## config.mk

```make
export PLATFORM = sky130hd
export DESIGN_NAME = mem_line_ctrl
export DESIGN_NICKNAME = d
export VERILOG_FILES = /design/src/rtl/ceres_param.sv /design/src/rtl/mem_rr_arbiter.sv /design/src/rtl/mem_line_ctrl.sv
export SDC_FILE = /design/constraint.sdc
export NUM_CORES = 1
export LEC_CHECK = 0
export BUFFER_PORTS_ARGS = -buffer_cell sky130_fd_sc_hd__buf_2
export CELL_PAD_IN_SITES_DETAIL_PLACEMENT = 0
export CELL_PAD_IN_SITES_GLOBAL_PLACEMENT = 1
export CORE_AREA = 2 2 299 301
export DETAILED_ROUTE_END_ITERATION = 10
export DIE_AREA = 0 0 301 303
export PLACE_DENSITY_LB_ADDON = 0.25
export SYNTH_ARGS = -nofsm -noshare
export SYNTH_HDL_FRONTEND = slang
export SYNTH_HIERARCHICAL = 1
export SYNTH_SLANG_ARGS = --single-unit
```

## constraint.sdc

```tcl
create_clock -name clk_i -period 2.5 [get_ports clk_i]
set_input_delay 0.25 -clock clk_i [delete_from_list [all_inputs] [get_ports clk_i]]
set_output_delay 0.25 -clock clk_i [all_outputs]
set_load 0.005 [all_outputs]
```

## src/rtl/ceres_param.sv

```systemverilog
// Shared parameters and types for the memory subsystem.
// Holds the cache line width and the enums used by the line controller.
package ceres_param;

  localparam int unsigned BLK_SIZE = 128;

  // Line controller transaction phases
  typedef enum logic [1:0] {
    IDLE  = 2'd0,
    ISSUE = 2'd1,
    WAIT  = 2'd2,
    RESP  = 2'd3
  } mem_ctrl_state_e;

  // Requester identity
  typedef enum logic {
    PORT_IC = 1'b0,
    PORT_DC = 1'b1
  } mem_port_e;

endpackage

```

## src/rtl/mem_rr_arbiter.sv

```systemverilog
// Two-requester grant (icache / dcache) with a 1-bit priority pointer.
// Ports:
//   clk_i, rst_ni      clock, async active-low reset
//   rr_en_i            1 = round-robin, 0 = fixed priority (dcache wins)
//   ic_req_i, dc_req_i request inputs
//   advance_i          a grant was taken this cycle; flips the pointer
//   ic_gnt_c, dc_gnt_c combinational one-hot grants
module mem_rr_arbiter
  import ceres_param::*;
(
  input  logic clk_i,
  input  logic rst_ni,
  input  logic rr_en_i,
  input  logic ic_req_i,
  input  logic dc_req_i,
  input  logic advance_i,
  output logic ic_gnt_c,
  output logic dc_gnt_c
);

  mem_port_e prio_q;
  logic      dc_wins_c;

  // Pointer favours dcache out of reset and flips after every grant
  always_ff @(posedge clk_i or negedge rst_ni) begin
    if (!rst_ni) begin
      prio_q <= PORT_DC;
    end else if (advance_i && rr_en_i) begin
      prio_q <= (prio_q == PORT_DC) ? PORT_IC : PORT_DC;
    end
  end

  // Grant resolution
  always_comb begin
    dc_wins_c = dc_req_i && (!ic_req_i || !rr_en_i || (prio_q == PORT_DC));
    dc_gnt_c  = dc_wins_c;
    ic_gnt_c  = ic_req_i && !dc_wins_c;
  end

endmodule

```

## src/rtl/mem_line_ctrl.sv

```systemverilog
// Cache-line memory controller: arbitrates icache/dcache line requests,
// one outstanding at a time, onto a registered single-port line RAM and
// returns read data or a write acknowledge to the requester.
// Build option: MEM_LINE_CTRL_RR_EN selects round-robin arbitration;
// when undefined the dcache has fixed priority.
// Ports:
//   clk_i, rst_ni                clock, async active-low reset
//   prog_mode_i                  programmer owns RAM, no new grants
//   ic_req_*/ic_rsp_*            icache read request / response
//   dc_req_*/dc_rsp_*            dcache read/write request / response
//   ram_addr_o .. ram_rd_en_o    registered RAM controls
//   ram_rdata_i                  RAM read line
module mem_line_ctrl
  import ceres_param::*;
#(
  parameter int unsigned RAM_DEPTH   = 32768,
  parameter int unsigned BLK_SIZE    = ceres_param::BLK_SIZE,
  parameter int unsigned RAM_LATENCY = 1
) (
  input  logic                         clk_i,
  input  logic                         rst_ni,
  input  logic                         prog_mode_i,
  input  logic                         ic_req_valid_i,
  output logic                         ic_req_ready_o,
  input  logic [31:0]                  ic_req_addr_i,
  output logic                         ic_rsp_valid_o,
  output logic [BLK_SIZE-1:0]          ic_rsp_data_o,
  input  logic                         dc_req_valid_i,
  output logic                         dc_req_ready_o,
  input  logic [31:0]                  dc_req_addr_i,
  input  logic                         dc_req_we_i,
  input  logic [BLK_SIZE-1:0]          dc_req_wdata_i,
  input  logic [BLK_SIZE/8-1:0]        dc_req_wstrb_i,
  output logic                         dc_rsp_valid_o,
  output logic [BLK_SIZE-1:0]          dc_rsp_data_o,
  output logic [$clog2(RAM_DEPTH)-1:0] ram_addr_o,
  output logic [BLK_SIZE-1:0]          ram_wdata_o,
  output logic [BLK_SIZE/8-1:0]        ram_wstrb_o,
  output logic                         ram_rd_en_o,
  input  logic [BLK_SIZE-1:0]          ram_rdata_i
);

  localparam int unsigned AW = $clog2(RAM_DEPTH);
  localparam int unsigned SW = BLK_SIZE / 8;
  localparam int unsigned LW = $clog2(BLK_SIZE / 32);
  localparam int unsigned CW = 3;

`ifdef MEM_LINE_CTRL_RR_EN
  localparam logic RR_EN = 1'b1;
`else
  localparam logic RR_EN = 1'b0;
`endif

  mem_ctrl_state_e state_q, state_d;
  mem_port_e       port_q, port_d;
  logic            we_q, we_d;
  logic [CW-1:0]   cnt_q, cnt_d;

  logic [AW-1:0]       ram_addr_d;
  logic [BLK_SIZE-1:0] ram_wdata_d;
  logic [SW-1:0]       ram_wstrb_d;
  logic                ram_rd_en_d;
  logic                ic_rsp_valid_d, dc_rsp_valid_d;
  logic [BLK_SIZE-1:0] ic_rsp_data_d, dc_rsp_data_d;

  logic          grant_ok_c, take_c, ic_gnt_c, dc_gnt_c, dc_wr_c;
  logic [31:0]   sel_addr_c;
  logic [AW-1:0] line_addr_c;
  logic          unused_addr_bits;

  // Grants only from IDLE, never while the programmer owns the RAM or in reset
  assign grant_ok_c     = rst_ni && (state_q == IDLE) && !prog_mode_i;
  assign take_c         = grant_ok_c && (ic_req_valid_i || dc_req_valid_i);
  assign ic_req_ready_o = grant_ok_c && ic_gnt_c;
  assign dc_req_ready_o = grant_ok_c && dc_gnt_c;
  assign dc_wr_c        = dc_gnt_c && dc_req_we_i;

  mem_rr_arbiter u_arb (
    .clk_i     (clk_i),
    .rst_ni    (rst_ni),
    .rr_en_i   (RR_EN),
    .ic_req_i  (ic_req_valid_i),
    .dc_req_i  (dc_req_valid_i),
    .advance_i (take_c),
    .ic_gnt_c  (ic_gnt_c),
    .dc_gnt_c  (dc_gnt_c)
  );

  // Byte address -> line-aligned word address; upper bits alias
  assign sel_addr_c       = dc_gnt_c ? dc_req_addr_i : ic_req_addr_i;
  assign line_addr_c      = {sel_addr_c[AW+1:LW+2], LW'(0)};
  assign unused_addr_bits = ^{sel_addr_c[31:AW+2], sel_addr_c[LW+1:0]};

  // Next-state and registered-output values
  always_comb begin
    state_d        = state_q;
    port_d         = port_q;
    we_d           = we_q;
    cnt_d          = cnt_q;
    ram_addr_d     = ram_addr_o;
    ram_wdata_d    = ram_wdata_o;
    ram_wstrb_d    = '0;
    ram_rd_en_d    = 1'b0;
    ic_rsp_valid_d = 1'b0;
    dc_rsp_valid_d = 1'b0;
    ic_rsp_data_d  = ic_rsp_data_o;
    dc_rsp_data_d  = dc_rsp_data_o;
    unique case (state_q)
      IDLE: begin
        if (take_c) begin
          state_d    = ISSUE;
          cnt_d      = '0;
          ram_addr_d = line_addr_c;
          port_d     = dc_gnt_c ? PORT_DC : PORT_IC;
          we_d       = dc_wr_c;
          if (dc_gnt_c) begin
            ram_wdata_d = dc_req_wdata_i;
          end
          // RAM strobes are registered so they are seen during ISSUE
          ram_rd_en_d = !dc_wr_c;
          ram_wstrb_d = dc_wr_c ? dc_req_wstrb_i : '0;
        end
      end
      ISSUE: begin
        if (we_q) begin
          state_d        = RESP;
          dc_rsp_valid_d = 1'b1;
          dc_rsp_data_d  = '0;
        end else begin
          state_d = WAIT;
        end
      end
      WAIT: begin
        if (cnt_q == CW'(RAM_LATENCY - 1)) begin
          state_d = RESP;
          if (port_q == PORT_DC) begin
            dc_rsp_valid_d = 1'b1;
            dc_rsp_data_d  = ram_rdata_i;
          end else begin
            ic_rsp_valid_d = 1'b1;
            ic_rsp_data_d  = ram_rdata_i;
          end
        end else begin
          cnt_d = cnt_q + CW'(1);
        end
      end
      RESP: begin
        state_d = IDLE;
      end
      default: begin
        state_d = IDLE;
      end
    endcase
  end

  // State and output registers
  always_ff @(posedge clk_i or negedge rst_ni) begin
    if (!rst_ni) begin
      state_q        <= IDLE;
      port_q         <= PORT_IC;
      we_q           <= 1'b0;
      cnt_q          <= '0;
      ram_addr_o     <= '0;
      ram_wdata_o    <= '0;
      ram_wstrb_o    <= '0;
      ram_rd_en_o    <= 1'b0;
      ic_rsp_valid_o <= 1'b0;
      dc_rsp_valid_o <= 1'b0;
      ic_rsp_data_o  <= '0;
      dc_rsp_data_o  <= '0;
    end else begin
      state_q        <= state_d;
      port_q         <= port_d;
      we_q           <= we_d;
      cnt_q          <= cnt_d;
      ram_addr_o     <= ram_addr_d;
      ram_wdata_o    <= ram_wdata_d;
      ram_wstrb_o    <= ram_wstrb_d;
      ram_rd_en_o    <= ram_rd_en_d;
      ic_rsp_valid_o <= ic_rsp_valid_d;
      dc_rsp_valid_o <= dc_rsp_valid_d;
      ic_rsp_data_o  <= ic_rsp_data_d;
      dc_rsp_data_o  <= dc_rsp_data_d;
    end
  end

endmodule

```

* Yosys cells after proc, flatten, opt, wreduce, memory -nomap -nowiden
Index checks and enable logic that the tools add are counted.
** Cells by class
- Reductions and logical operators :: 21
- Shifts and indexed selects :: 0
- Bitwise operators :: 1
- Multipliers :: 0
- Add/sub/neg operators :: 1
- Magnitude comparators :: 0
- Equality and inequality tests :: 8
- Multiplexer cells :: 25
- Div/mod/pow operators :: 0
** Operators by type and width (number)
- two-way mux 128 bit :: 3
- case mux 128 bit (2 select lines) :: 1
- two-way mux 16 bit :: 3
- two-way mux 17 bit :: 1
- two-way mux 1 bit :: 10
- inequality test 2 bit, second input constant :: 5
- AND reduction 3 bit :: 3
- case mux 2 bit (4 select lines) :: 1
- logical AND 1 bit :: 7
- two-way mux 3 bit :: 2
- case mux 3 bit (2 select lines) :: 1
- == test 2 bit, second input constant :: 2
- two-way mux 2 bit :: 2
- AND reduction 2 bit :: 2
- AND reduction 4 bit :: 1
- nonzero test 2 bit :: 2
- adder 3 x 1 -> 3 bit, second input constant :: 1
- zero test 1 bit :: 3
- zero test 3 bit :: 1
- == test 2 x 1 -> 1 bit, second input constant :: 1
- zero test 2 bit :: 1
- case mux 1 bit (2 select lines) :: 1
- logical OR 1 bit :: 1
- inverter 1 bit :: 1
** Storage, ports and cells
- ROM bits :: 0
- Logic and storage cells :: 68
- Bits in latches :: 0
- Flip-flop bits (word level) :: 423
- Memory bits (writable) :: 0
- Input bits :: 342
- Memories :: 0

* Longest topological paths before layout
- Depth after elaboration :: 6
- Gate-level depth with buffers :: 10

* Cells and area by module
Netlist, hierarchy kept.
** By module, submodules not included
- mem_line_ctrl :: cells each 1250, times used 1, sequential area each 10585.2 um2, area an instance 16823.6 um2
- mem_rr_arbiter :: cells each 7, times used 1, sequential area each 26.3 um2, area an instance 63.8 um2

* Least setup slack after synthesis
OpenSTA, ideal clock, no wires.
- Kind :: register -> register
- Start :: register state_q[0]
- End :: register ram_wdata_o[10]
- Data required time :: 2.375 ns
- Cell stages (with the launch flop) :: 11
- Slack :: 0.575 ns
- Setup time :: 0.125 ns
- Arrival :: 1.800 ns
- Cells stage by stage :: dfrtp_1 -> inv_1 -> ha_1 -> nand2_2 -> nor2_4 -> o21ai_2 -> inv_4 -> and2_4 -> buf_12 -> buf_12 -> mux2_4
** Between the ends
- Cells in the longest elaborated chain, start to end :: 5
** RTL lines
- start, declared :: line mem_line_ctrl.sv:54 : mem_ctrl_state_e state_q, state_d;
- start signal, assigned :: line mem_line_ctrl.sv:172 : state_q <= state_d;
- zero test 2 bit * :: line mem_line_ctrl.sv:72, mem_line_ctrl.sv:108
- logical AND 1 bit (2 in series) :: line mem_line_ctrl.sv:72 : assign grant_ok_c = rst_ni && (state_q == IDLE) && !prog_mode_i;
- logical AND 1 bit :: line mem_line_ctrl.sv:73 : assign take_c = grant_ok_c && (ic_req_valid_i || dc_req_valid_i);
- AND reduction 3 bit (no line) *
- end signal, assigned :: line mem_line_ctrl.sv:177 : ram_wdata_o <= ram_wdata_d;
- end, declared :: line mem_line_ctrl.sv:37 : output logic [BLK_SIZE-1:0] ram_wdata_o,
Mark *: on every way between the ends. The rest lies on a longest branch, timed or not.
A chain may end at the register's enable or synchronous reset.

* Worst setup path in the final report
- Start :: register state_q[0]
- End :: register ram_wdata_o[62]
The elaborated chain is that of the path after synthesis.

==> out/results.ini <==
[synth]
synthCells = 1257
synth_edf_count = 0
synthTopCellsByArea = dfrtp_1 63%, mux2_2 11%, mux2_4 8.0%
syn_area_per_cell_um2 = 13.4
synth_cell_type_count = 43
synth_ff_type = dfrtp_1
syn-cell-area_um2 = 16900
seq_area_frac_synth_pct = 62.8
yosysTopAreaCellShare_pct = 62.7
synthArstFlopShare_pct = 100
yosys.area.top_type = dfrtp_1
ys_seq_elements = 424
yosysWarnings = 6

[floorplanning]
dieWidth_um = 301
initial_core_util_pct = 19.2
fp.coreArea_um2 = 88000
ios = 762
dieArea_um2 = 91200
die_y_um = 303
rows = 109

[final_layout]
fin_nets = 2634
area_growth_pct = 57.0
drive_gt1_share_pct = 47.4
multi_input_area_um2 = 5240
final_core_util_pct = 30.1
fillers = 9161
seq_area_um2 = 10600

[critical_path]
crit_arrival_ns = 2.71
r2r_setup_slack_ns = 0.26
cp_max_fo = 40
end_kind = flop
cp-startpoint = state_q[0]$_DFFE_PN0P_
worstRegToRegCells = 9
timing.rr.end = ram_wdata_o[62]$_DFFE_PN0P_
critPathLaunchType = flop
r2r_start = state_q[0]$_DFFE_PN0P_
endpoint = ram_wdata_o[62]$_DFFE_PN0P_
cp.required_ns = 2.96
path_class = reg2reg

[routing]
detail_route.wl_per_cell_um = 16.5
drc = 0
dr.pass1.iters = 4
ant_nets = 0
via_per_inst = 3.81
vias = 13300
dr.first_iter.drc_count = 539
drt-total-wl_um = 57700

[timing]
holdWs_ns = 0.102
fin_ws_ns = 0.255
fmax_mhz = 446
worst_pin_slew_ns = 0.867
period_needed_ns = 2.24
slew_violations = 0
setup_viol = 0
hold_viol = 0
post-route-period-util_pct = 89.8
tns_ns = 0
rsz0062_at_grt = false
slew_headroom_pct = 42.2
fin_worst_skew_ns = 0.0202

[grt]
grt_max_degree = 144
use_met2_pct = 22.4
track_usage_pct = 12.1
grt_pass1_wl_um = 86300
antenna_found_initial = 0
globalRoute.totalOverflow = 0
grt_pass1_vias = 14300
busiest_layer = met2
grtUsageMet3_pct = 2.74
met1_usage_pct = 13.4

[power_and_ir_drop]
p_int_w = 0.0201
p_comb_share_pct = 35.7
switching_share_pct = 31.8
p_switching_w = 0.00937
vdd_drop_max_mv = 0.603
power.leakage_nw = 13.3
seqPwrFrac_pct = 39.4
p_clk_share_pct = 24.9
cellPowerDensity_nw_per_um2 = 1110

[cts]
cts_max_level = 2
cts_made_buffers = 51
clockRootBuffer = clkbuf_16
path_clk_slew_ns = 0.06
clock_sinks = 424
cts_setup_buffers = 0
clkLatencyLatePin_ns = 0.59
tritoncts = done
clockBufferDepth = 3

[placed_design]
dp_hpwl_um = 41400
pre_cts_ws_ns = 0.220
gp_congestion = 0.772
portBuffers = 721

[outcome]
outcome = complete, no violations

[hold_path]
min_path_type = in2reg

[job]
maxCapViolCount = 0

flip-flops by register name (all words and copies together), names as in the netlist, 2 cells and up:
name and flops:
cnt_q 3, dc_rsp_data_o 128, ic_rsp_data_o 128, ram_addr_o 13, ram_wdata_o 128, ram_wstrb_o 16, state_q 2
worst min path at each step:
stage                                startpoint                     endpoint  slack, ns  cells past startpoint
finish                           dc_req_valid_i           port_q$_DFFE_PN0P_       0.10                      3
global route                     dc_req_valid_i           port_q$_DFFE_PN0P_       0.09                      3
CTS                              dc_req_valid_i           port_q$_DFFE_PN0P_       0.05                      3
detailed placement           dc_req_wdata_i[96]  ram_wdata_o[96]$_DFFE_PN0P_       0.48                      2
global placement    ram_wdata_o[96]$_DFFE_PN0P_  ram_wdata_o[96]$_DFFE_PN0P_       0.47                      1
floorplan                                rst_ni         cnt_q[0]$_DFFE_PN0P_      -0.05                      0
power by group through the flow:
stage	combinational [W]	clock, W	sequential (W)
finish	0.0105	0.00734	0.0116
detailed placement	0.0104	0	0.0117
floorplan	0.00467	0	0.0119
global route	0.0115	0.00799	0.0120
global placement	0.0103	0	0.0116
CTS	0.0108	0.00768	0.0116
metrics by stage:
stage | instances | total power, W | area (um2)
CTS | 3491 | 0.0301 | 26500
floorplan | 1260 | 0.0166 | 16900
detailed placement | 3098 | 0.0221 | 21900
global placement | 3098 | 0.0219 | 21900
global route | 3491 | 0.0316 | 26500
finish | 3492 | 0.0295 | 26500
timing repair:
action / 4_1_cts / 5_1_grt
gates resized for setup: 0 / 0
hold endpoints to repair: 591 / 0
hold buffers: 301 / 0
kinds of logic after synthesis:
kind of cell	synth area share [%]
xor gates and xnor gates	0.0519
muxes	19.8
AOI/OAI and AO/OA	4.95
buffers and inverters	6.37
adders and majority gates	0.370
other	0.0222
DFF	62.8
and+or+nand+nor	5.56
cells in the final DEF, fill, tap and decap left out, types with 3 or more instances in the layout:
cell type / instances
buf_12: 14
and3_1: 16
mux2i_1: 13
nand3_1: 132
mux2_2: 163
clkbuf_1: 8
clkbuf_8: 9
a21oi_1: 14
clkbuf_16: 52
ha_1: 5
buf_2: 720
o21ai_0: 133
buf_4: 18
mux2_4: 90
conb_1: 4
dfrtp_1: 423
inv_1: 134
clkinv_2: 14
dlygate4sd3_1: 301
clkinvlp_4: 4
nor2_1: 17
nand2_1: 3
mux2_1: 3
critical path, cell delays in order, from the launching register on:
cell and delay, ns:
dfrtp_1 0.42, inv_1 0.10, ha_1 0.25, nand2_2 0.09, nor2_4 0.10, o21ai_2 0.10, inv_4 0.06, and2_4 0.33
buf_12 0.30, mux2_4 0.34
routing by layer:
metal | wire, um | vias up | part of all wire, %
li1 | - | 6309 | -
met3 | 3400 | 88 | 5.9
met4 | 1800 | 0 | 3.1
met1 | 21700 | 6550 | 38
met5 | 0 | - | 0
met2 | 30800 | 373 | 53
synthesized netlist by cell type, types with 2 or more instances:
cell type,count
buf_6,5
nand2_1,3
mux2_4,90
dfrtp_1,423
buf_2,14
clkbuf_1,27
a21oi_1,15
nand3_1,132
o21a_1,2
mux2i_1,13
ha_1,5
buf_1,11
nand2b_1,2
o21ai_0,133
mux2_2,163
buf_4,13
nor2_1,18
inv_1,134
nor2b_1,2
buf_12,10
nor2b_2,2
and3_1,16
and2_1,2
mux2_1,3
final cells by class:
cell class | instances | area share (%)
multi-input combinational | 621 | 19.8
timing repair buffer | 1054 | 26.6
clock buffer | 69 | 5.49
clock inverter | 23 | 0.731
antenna | 1 | 0.00944
sequential | 424 | 40.0
inverter | 135 | 1.92
tap | 1165 | 5.50
Note: power is estimated with default switching activity, not from simulation.
